--- src/rtl/ws2812_pixel_stream_encoder.sv ---
// WS2812 pixel stream encoder: valid/ready pixel words in, RZ line out.
// One-entry skid buffer feeds the shifter for gapless pixels; auto latch.
module ws2812_pixel_stream_encoder #(
    parameter int CLK_FREQ_KHZ   = 50000,
    parameter int BITS_PER_PIXEL = 24,
    parameter int T_HI_TRUE_NS   = 700,
    parameter int T_HI_FALSE_NS  = 300,
    parameter int T_PERIOD_NS    = 1100,
    parameter int T_RESET_NS     = 80000
) (
    input  logic                      clk,
    input  logic                      rst_n,
    input  logic [BITS_PER_PIXEL-1:0] s_data,
    input  logic                      s_valid,
    input  logic                      s_last,
    output logic                      s_ready,
    output logic                      dout,
    output logic                      busy,
    output logic                      frame_done,
    output logic                      underrun
);

    localparam longint KHZ = longint'(CLK_FREQ_KHZ);
    localparam int HI1_T = int'((longint'(T_HI_TRUE_NS) * KHZ) / 64'd1000000);
    localparam int HI0_T = int'((longint'(T_HI_FALSE_NS) * KHZ) / 64'd1000000);
    localparam int PER_T = int'((longint'(T_PERIOD_NS) * KHZ) / 64'd1000000);
    localparam int RST_T = int'((longint'(T_RESET_NS) * KHZ) / 64'd1000000);
    localparam int MAX_T = (PER_T > RST_T) ? PER_T : RST_T;
    localparam int CW    = $clog2(MAX_T + 1);
    localparam int BW    = BITS_PER_PIXEL;
    localparam int BCW   = (BW > 1) ? $clog2(BW) : 1;

    localparam logic [CW-1:0]  HI1     = CW'(HI1_T);
    localparam logic [CW-1:0]  HI0     = CW'(HI0_T);
    localparam logic [CW-1:0]  PER_M1  = CW'(PER_T - 1);
    localparam logic [CW-1:0]  RST_M1  = CW'(RST_T - 1);
    localparam logic [BCW-1:0] BIT_TOP = BCW'(BW - 1);

    generate
        if (!(BW >= 1 && HI0_T > 0 && HI0_T < HI1_T &&
              HI1_T < PER_T && RST_T >= 1)) begin : g_bad_cfg
            $error("ws2812_pixel_stream_encoder: invalid timing/width");
        end
    endgenerate

    typedef enum logic [1:0] {
        S_IDLE  = 2'd0,
        S_TX    = 2'd1,
        S_RESET = 2'd2
    } state_t;

    state_t         state, state_nxt;
    logic [CW-1:0]  cnt, cnt_nxt;
    logic [BCW-1:0] bit_cnt, bit_cnt_nxt;
    logic [BW-1:0]  sh, sh_nxt;
    logic           sh_last, sh_last_nxt;
    logic [BW-1:0]  buf_data;
    logic           buf_last;
    logic           buf_full, buf_full_nxt;
    logic           load_buf;
    logic           accept;
    logic           dout_nxt;
    logic           frame_done_nxt;
    logic           underrun_nxt;

    assign accept = s_valid & s_ready;
    assign busy   = (state != S_IDLE);

    // State register.
    always_ff @(posedge clk or negedge rst_n) begin
        if (!rst_n) state <= S_IDLE;
        else        state <= state_nxt;
    end

    // Next-state, counter, shifter and registered-output decode.
    always_comb begin
        state_nxt      = state;
        cnt_nxt        = cnt;
        bit_cnt_nxt    = bit_cnt;
        sh_nxt         = sh;
        sh_last_nxt    = sh_last;
        load_buf       = 1'b0;
        dout_nxt       = 1'b0;
        frame_done_nxt = 1'b0;
        underrun_nxt   = 1'b0;
        unique case (state)
            S_IDLE: begin
                if (buf_full) begin
                    load_buf  = 1'b1;
                    state_nxt = S_TX;
                end
            end
            S_TX: begin
                dout_nxt = (cnt < (sh[BW-1] ? HI1 : HI0));
                if (cnt == PER_M1) begin
                    if (bit_cnt != '0) begin
                        sh_nxt      = sh << 1;
                        bit_cnt_nxt = bit_cnt - BCW'(1);
                        cnt_nxt     = '0;
                    end else if (sh_last) begin
                        state_nxt = S_RESET;
                        cnt_nxt   = '0;
                    end else if (buf_full) begin
                        load_buf = 1'b1;
                    end else begin
                        underrun_nxt = 1'b1;
                        state_nxt    = S_RESET;
                        cnt_nxt      = '0;
                    end
                end else begin
                    cnt_nxt = cnt + CW'(1);
                end
            end
            S_RESET: begin
                if (cnt == RST_M1) begin
                    state_nxt      = S_IDLE;
                    cnt_nxt        = '0;
                    frame_done_nxt = 1'b1;
                end else begin
                    cnt_nxt = cnt + CW'(1);
                end
            end
            default: state_nxt = S_IDLE;
        endcase
        if (load_buf) begin
            sh_nxt      = buf_data;
            sh_last_nxt = buf_last;
            bit_cnt_nxt = BIT_TOP;
            cnt_nxt     = '0;
        end
        buf_full_nxt = (buf_full & ~load_buf) | accept;
    end

    // Datapath: counters, shifter, skid buffer and registered outputs.
    always_ff @(posedge clk or negedge rst_n) begin
        if (!rst_n) begin
            cnt        <= '0;
            bit_cnt    <= '0;
            sh         <= '0;
            sh_last    <= 1'b0;
            buf_data   <= '0;
            buf_last   <= 1'b0;
            buf_full   <= 1'b0;
            s_ready    <= 1'b0;
            dout       <= 1'b0;
            frame_done <= 1'b0;
            underrun   <= 1'b0;
        end else begin
            cnt        <= cnt_nxt;
            bit_cnt    <= bit_cnt_nxt;
            sh         <= sh_nxt;
            sh_last    <= sh_last_nxt;
            buf_full   <= buf_full_nxt;
            s_ready    <= ~buf_full_nxt;
            dout       <= dout_nxt;
            frame_done <= frame_done_nxt;
            underrun   <= underrun_nxt;
            if (accept) begin
                buf_data <= s_data;
                buf_last <= s_last;
            end
        end
    end

endmodule
--- config.mk ---
export PLATFORM = sky130hd
export DESIGN_NAME = ws2812_pixel_stream_encoder
export DESIGN_NICKNAME = d
export VERILOG_FILES = /design/src/rtl/ws2812_pixel_stream_encoder.sv
export SDC_FILE = /design/constraint.sdc
export NUM_CORES = 1
export LEC_CHECK = 0
export BUFFER_PORTS_ARGS = -buffer_cell sky130_fd_sc_hd__buf_2
export CAP_MARGIN = 20
export CORE_MARGIN = 1.5
export CORE_UTILIZATION = 35
export DETAILED_ROUTE_END_ITERATION = 10
export PLACE_DENSITY_LB_ADDON = 0.25
export SETUP_SLACK_MARGIN = 0.1
export SLEW_MARGIN = 30
export SYNTH_ARGS = -nofsm -noshare
export SYNTH_HDL_FRONTEND = slang
export SYNTH_SLANG_ARGS = --single-unit
--- constraint.sdc ---
create_clock -name clk -period 1.95 [get_ports clk]
set_clock_uncertainty 0.1 [all_clocks]
set_input_delay 0.2925 -clock clk [delete_from_list [all_inputs] [get_ports clk]]
set_output_delay 0.2925 -clock clk [all_outputs]
set_load 0.005 [all_outputs]
==> impl_metrics.env, run 1 <==
export IMPL_synth_cell_types=51
export IMPL_cts_tree="built"
export IMPL_ioPinCount=33
export IMPL_drtPass1Iterations=4
export IMPL_required_ps=2090
export IMPL_hold_violations=0
export IMPL_path_buf_inv=1
export IMPL_syn_num_nets=327
export IMPL_dp_hpwl_mm=4.883
export IMPL_track_usage_pct=15.83
export IMPL_viasPerCell=5.159
export IMPL_critPathCapture="sh[12]$_DFFE_PN0P_"
export IMPL_n_antenna_cell=0
export IMPL_synth_fa_ha_area_share_pct=2.543
export IMPL_arrival_ps=2190
export IMPL_critical_path_top_delay_family="simple AND/OR/NAND/NOR gates"
export IMPL_p_total_mw=3.370
export IMPL_die_area_um2=10450
export IMPL_reg2reg_depth=6
export IMPL_reg2reg_slack_ps=-100
export IMPL_start_util_pct=35.73
export IMPL_final_max_slew_viol_count=0
export IMPL_rsz0062_at_grt="yes"
export IMPL_crit_chain="nor4_4, nand4_4, o21ai_2, a21oi_2, buf_12, a221o_1"
export IMPL_max_clock_freq_ghz=0.4886
export IMPL_pre_cts_ws_ps=-214.9
export IMPL_area_growth_syn_to_layout_pct=35.63
export IMPL_ir_worst_vdd_mv=0.5084
export IMPL_grt_overflow=0
export IMPL_power_density_nw_per_um2=721.4
export IMPL_antenna_left=0
export IMPL_outcome="finished with violations"
export IMPL_drv_cap=0
export IMPL_coreArea_um2=9639
export IMPL_cts_clk_slew_worst_paths_ps=90
export IMPL_worstSetupStartpoint="cnt[6]$_DFFE_PN0P_"
export IMPL_route_detailed_drc=0
export IMPL_antenna_found_initial=0
export IMPL_hold_path_class="input port to register"
export IMPL_use_met3_pct=4.104
export IMPL_vias=2626
export IMPL_grt_busiest_layer="met2"
export IMPL_ys_flop_type="dfrtp_1"
export IMPL_reg2reg_from="cnt[6]$_DFFE_PN0P_"
export IMPL_cp_slowest_cell="nor4_4"
export IMPL_avgSynthCellArea_um2=11.80
export IMPL_grt_first_pass_wirelength_mm=12.62
export IMPL_synth_simple_gate_area_share_pct=15.44
export IMPL_setup_ws_ps=-96.61
export IMPL_num_rows=36
export IMPL_grt_util_met1_pct=20.50
export IMPL_critPathLaunchType="register"
export IMPL_synth_area_um2=3445
export IMPL_synth_seq_cells=74
export IMPL_syn_inst=292
export IMPL_clockBufferDepth=2
export IMPL_grt_start_max_net_pins=37
export IMPL_root_buffer="clkbuf_8"
export IMPL_fin_crit_ps=2047
export IMPL_drive_above_1_share_pct=43.35
export IMPL_critical_path_endpoint_type="register"
export IMPL_port_buffers=32
export IMPL_synth_xor_area_share_pct=1.017
export IMPL_cts_buffers=9
export IMPL_tightest_slew_ps=492.1
export IMPL_synth_compound_area_share_pct=14.31
export IMPL_placed_cells=477
export IMPL_synth_edff_count=0
export IMPL_drtIter0Drc=101
export IMPL_path_class="register to register"
export IMPL_total_leakage_power_nw=2.226
export IMPL_cp_depth=6
export IMPL_synth_top_family_by_area="simple AND/OR/NAND/NOR gates"
export IMPL_place_congestion=0.7519
export IMPL_yosysSeqAreaShare_pct=53.76
export IMPL_clk_latency_ps=360
export IMPL_fin_util_pct=48.47
export IMPL_fill_cells=912
export IMPL_async_flop_share_pct=100.0
export IMPL_violations="setup timing"
export IMPL_final_cells=509
export IMPL_dpl_cell_area_um2=4044
export IMPL_design_area_um2=4672
export IMPL_period_share_pct=105.0
export IMPL_routed_wl_mm=7.883
export IMPL_cp_max_fo=23
export IMPL_grt_pass1_vias=2563
export IMPL_die_x_um=102.2
export IMPL_dieHeight_um=102.2
export IMPL_maxSlewHeadroom_pct=67.19
export IMPL_final_setup_viol_count=34
export IMPL_grtUsageMet2_pct=25.88
export IMPL_post_drt_wl_per_cell_um=15.49
export IMPL_yosysWarningCount=0
export IMPL_rr_endpoint="sh[12]$_DFFE_PN0P_"
export IMPL_slowest_delay_ps=440
export IMPL_cts_sinks=74
export IMPL_clock_tree_htree_level_count=3
export IMPL_muxShareOfSynthArea_pct=9.081
export IMPL_fin_nets=406
==> layout by cell type (no fill, tap or decap), types with 5 or more instances in the layout <==
master,instances
a31oi_1,5
buf_6,11
buf_2,31
nand2b_1,7
buf_4,32
a221o_1,22
inv_1,9
mux2_2,25
a21oi_1,7
dfrtp_1,73
clkbuf_8,10
nor2_1,14
buf_12,5
nand3_1,5
nand2_1,11
and3_1,28
==> state kept, by name, summed over array words and instances, names as in the netlist <==
register / count
bit_cnt: 5
buf_data: 24
buf_full: 1
buf_last: 1
cnt: 12
dout: 1
frame_done: 1
s_ready: 1
sh: 24
sh_last: 1
state: 2
underrun: 1
==> worst register-to-register path, cell delays in order, from the launching register on <==
cell and delay (ps):
dfrtp_1 420, nor4_4 440, nand4_4 200, o21ai_2 180, a21oi_2 90, buf_12 190, a221o_1 310
==> per-layer routing <==
layer	share of wire, %	wire [um]	vias up
li1	-	-	1251
met1	46	3625	1320
met2	49	3902	45
met3	3.2	253	10
met4	1.3	102	0
met5	0	0	-
==> report_power, final <==
part	internal [mW]	switching [mW]	leakage, nW
sequential	1.73	0.114	0.937
clock	0.639	0.617	0.107
combinational	0.177	0.0969	1.18
==> cells by family after synthesis <==
group                      count (synthesis)
xor gates and xnor gates                   4
adders and majority gates                  7
and+or+nand+nor                           88
buffers and inverters                     27
AOI/OAI and AO/OA                         64
DFF                                       74
muxes                                     28
==> area by class of cell <==
type / count / area [um^2] / share of cell area (%)
inverter: 10 / 37.54 / 0.8034
timing repair buffer: 84 / 721.9 / 15.45
clock buffer: 10 / 137.6 / 2.946
tap: 133 / 166.4 / 3.562
multi-input combinational: 192 / 1682 / 35.99
clock inverter: 6 / 73.82 / 1.580
sequential: 74 / 1853 / 39.66
==> cells in the mapped netlist (2+ instances only) <==
cell type / number / share of area [%]
a21boi_0: 4 / 0.87
a21o_1: 3 / 0.65
a21oi_1: 7 / 1.0
a221o_1: 22 / 6.4
a31oi_1: 5 / 0.91
and3_1: 28 / 5.1
buf_2: 4 / 0.58
buf_4: 3 / 0.65
buf_6: 2 / 0.65
clkbuf_1: 7 / 0.76
dfrtp_1: 74 / 54
ha_1: 7 / 2.5
inv_1: 10 / 1.1
mux2_2: 26 / 8.5
mux2i_1: 2 / 0.58
nand2_1: 13 / 1.4
nand2b_1: 7 / 1.3
nand3_1: 7 / 1.0
nand4_1: 2 / 0.36
nor2_1: 14 / 1.5
nor4_1: 3 / 0.54
o21ai_0: 10 / 1.5
or3_1: 2 / 0.36
xor2_1: 3 / 0.76
==> per-stage QoR <==
step                hold slack, ps  setup TNS [ps]
finish                       56.45           -2081
global placement             199.9           -2145
detailed placement           195.8           -3108
floorplan                   -103.1          -26.72
global route                 40.46           -4703
CTS                          42.75          -520.5
==> worst min-delay path by stage <==
stage | cells after the start | slack (ps) | from | endpoint
3_3_place_gp | 1 | 200 | rst_n | cnt[9]$_DFFE_PN0P_
5_1_grt | 2 | 40 | s_data[8] | buf_data[8]$_DFFE_PN0P_
6_report | 2 | 60 | s_data[10] | buf_data[10]$_DFFE_PN0P_
2_1_floorplan | 0 | -100 | rst_n | bit_cnt[0]$_DFFE_PN0P_
3_5_place_dp | 1 | 200 | rst_n | cnt[9]$_DFFE_PN0P_
4_1_cts | 2 | 40 | s_data[10] | buf_data[10]$_DFFE_PN0P_
==> repair_timing <==
action | CTS | global route
hold endpoints to repair | 34 | 0
buffers inserted | 5 | 7
gates resized for setup | 41 | 22
hold buffers | 1 | 0
pin swaps | 20 | 20
gates cloned | 2 | 2
endpoints found under the setup margin | 44 | 47
Power figures use the tool's default switching activity.
==> inputs of run 2 (changes only) <==
clock period = 1.65 ns   (was 1.95 ns; I/O delays follow)
==> run 2 against run 1 <==
The flow still finishes with violations (setup timing). Power rose by 26%. Die area did not move. Sequential cell count did not move. Combinational power rose by 22%. Sequential power rose by 18%. Routed wire length fell by 0.14%. Worst setup slack got worse by 210 ps. Clock power rose by 37%. Clock-buffer cell count did not move. Critical endpoint is now bit_cnt[4]$_DFFE_PN0P_. Largest power group unchanged.
==> impl_metrics.env, run 2 (synthesis results as in run 1) <==
export IMPL_fin_nets=421
export IMPL_power_density_nw_per_um2=872.1
export IMPL_violations="setup timing"
export IMPL_cts_buffers=9
export IMPL_track_usage_pct=16.42
export IMPL_required_ps=1790
export IMPL_routed_wl_mm=7.872
export IMPL_die_area_um2=10450
export IMPL_p_total_mw=4.232
export IMPL_area_growth_syn_to_layout_pct=40.90
export IMPL_layout_common_cells="dfrtp_1 (73), buf_4 (43), buf_2 (31), and3_1 (26), mux2_2 (25)"
export IMPL_viasPerCell=5.115
export IMPL_drv_cap=0
export IMPL_route_detailed_drc=0
export IMPL_final_setup_viol_count=48
export IMPL_outcome="finished with violations"
export IMPL_drtPass1Iterations=4
export IMPL_place_congestion=0.7753
export IMPL_clockBufferDepth=2
export IMPL_n_antenna_cell=0
export IMPL_maxSlewHeadroom_pct=58.98
export IMPL_cp_max_fo=8
export IMPL_ir_worst_vdd_mv=0.4928
export IMPL_drtIter0Drc=110
export IMPL_final_max_slew_viol_count=0
export IMPL_hold_violations=0
export IMPL_port_buffers=32
export IMPL_fill_cells=899
export IMPL_regArea_um2=1853
export IMPL_hold_path_class="input port to register"
export IMPL_antenna_found_initial=0
export IMPL_timing_hold_ws_ps=16.96
export IMPL_max_clock_freq_ghz=0.5119
export IMPL_total_leakage_power_nw=2.318
export IMPL_reg_largest_list="buf_data x24, sh x24, cnt x12"
export IMPL_setup_ws_ps=-303.4
export IMPL_path_class="register to register"
export IMPL_critPathLaunchType="register"
export IMPL_clock_tree_htree_level_count=3
export IMPL_cts_tree="built"
export IMPL_root_buffer="clkbuf_8"
export IMPL_die_x_um=102.2
export IMPL_cts_clk_slew_worst_paths_ps=80
export IMPL_antenna_left=0
export IMPL_fin_crit_ps=1953
export IMPL_tightest_slew_ps=615.3
export IMPL_multi_input_area_um2=1732
export IMPL_vias=2680
export IMPL_dieHeight_um=102.2
export IMPL_clk_latency_ps=350
export IMPL_arrival_ps=2090
export IMPL_critical_path_endpoint_type="register"
export IMPL_cts_sinks=74
export IMPL_layout_commonest_cell="dfrtp_1"
export IMPL_grt_overflow=0
export IMPL_post_drt_wl_per_cell_um=15.02
export IMPL_period_share_pct=118.4
export IMPL_start_util_pct=35.73
export IMPL_ioPinCount=33
export IMPL_grt_first_pass_wirelength_mm=13.12
export IMPL_drive_above_1_share_pct=48.34
export IMPL_rsz0062_at_grt="yes"
export IMPL_num_rows=36
export IMPL_grt_start_max_net_pins=75
export IMPL_dp_hpwl_mm=4.884
export IMPL_grt_pass1_vias=2678
export IMPL_coreArea_um2=9639
-- run 2: changes by cell type in the layout (fill, tap and decap cells not counted), moves of 2 or more --
cell	change
clkinv_4	-2
buf_6	+4
a21oi_2	+5
bufinv_16	+2
o21ai_2	+3
buf_8	+3
buf_4	+11
a21oi_1	-5
and3_1	-2
-- run 2: metal layers --
| layer | routed length, um | part of all wire (%) | GRT usage (%) | vias up |
|---|---|---|---|---|
| met4 | 150 | 1.9 | 7.587 | 0 |
| li1 | - | - | - | 1282 |
| met3 | 222 | 2.8 | 3.010 | 13 |
| met2 | 3791 | 48 | 26.03 | 44 |
| met1 | 3707 | 47 | 21.90 | 1341 |
| met5 | 0 | 0 | 0 | - |
-- run 2: power breakdown --
part           total, mW  internal [mW]  switching, mW
Combinational      0.333          0.215          0.118
Clock               1.72           1.01          0.712
Sequential          2.18           2.04          0.135
-- run 2: stage by stage --
step | utilization [%] | worst slack [ps] | std cells | setup TNS (ps) | cell area [um^2]
2_1_floorplan | - | -321.1 | 292 | -9222 | 3503
3_3_place_gp | 42.96 | -395.2 | 490 | -13230 | 4141
3_5_place_dp | 42.96 | -369.0 | 490 | -14500 | 4141
4_1_cts | 48.66 | -314.4 | 520 | -11770 | 4691
5_1_grt | 50.35 | -385.3 | 524 | -15180 | 4853
6_report | 50.35 | -303.4 | 524 | -11720 | 4853
-- run 2: layout make-up --
class / instances / area share (%)
clock buffer: 10 / 2.630
clock inverter: 6 / 2.372
inverter: 10 / 0.7734
multi-input combinational: 192 / 35.68
sequential: 74 / 38.18
tap: 133 / 3.429
timing repair buffer: 99 / 16.94
-- run 2: final timing paths --
kind / start / end / slack, ps / cells past startpoint
max in group asynchronous: rst_n / buf_data[1]$_DFFE_PN0P_ / 780 / 3
worst min register to register: sh[0]$_DFFE_PN0P_ / sh[0]$_DFFE_PN0P_ / 400 / 1
worst max register to register: cnt[0]$_DFFE_PN0P_ / bit_cnt[4]$_DFFE_PN0P_ / -300 / 8
worst min-delay path: s_data[14] / buf_data[14]$_DFFE_PN0P_ / 20 / 2
worst max-delay path: cnt[0]$_DFFE_PN0P_ / bit_cnt[4]$_DFFE_PN0P_ / -300 / 8
min in group asynchronous: rst_n / cnt[8]$_DFFE_PN0P_ / 310 / 3
-- run 2: worst max-delay path, stage by stage (launching register included) --
cell and delay, ps:
dfrtp_1 400, inv_1 60, ha_2 150, and4b_2 270, and4_4 350, buf_8 160, nand4_1 120, xor2_1 160
nand2_1 70
-- run 2: what timing repair did --
action,CTS,global route
buffers inserted,13,4
endpoints found under the hold margin,74,0
gates cloned,2,1
hold buffers,1,0
pin swaps,26,17
setup endpoints to repair,49,50
resized for setup,57,27
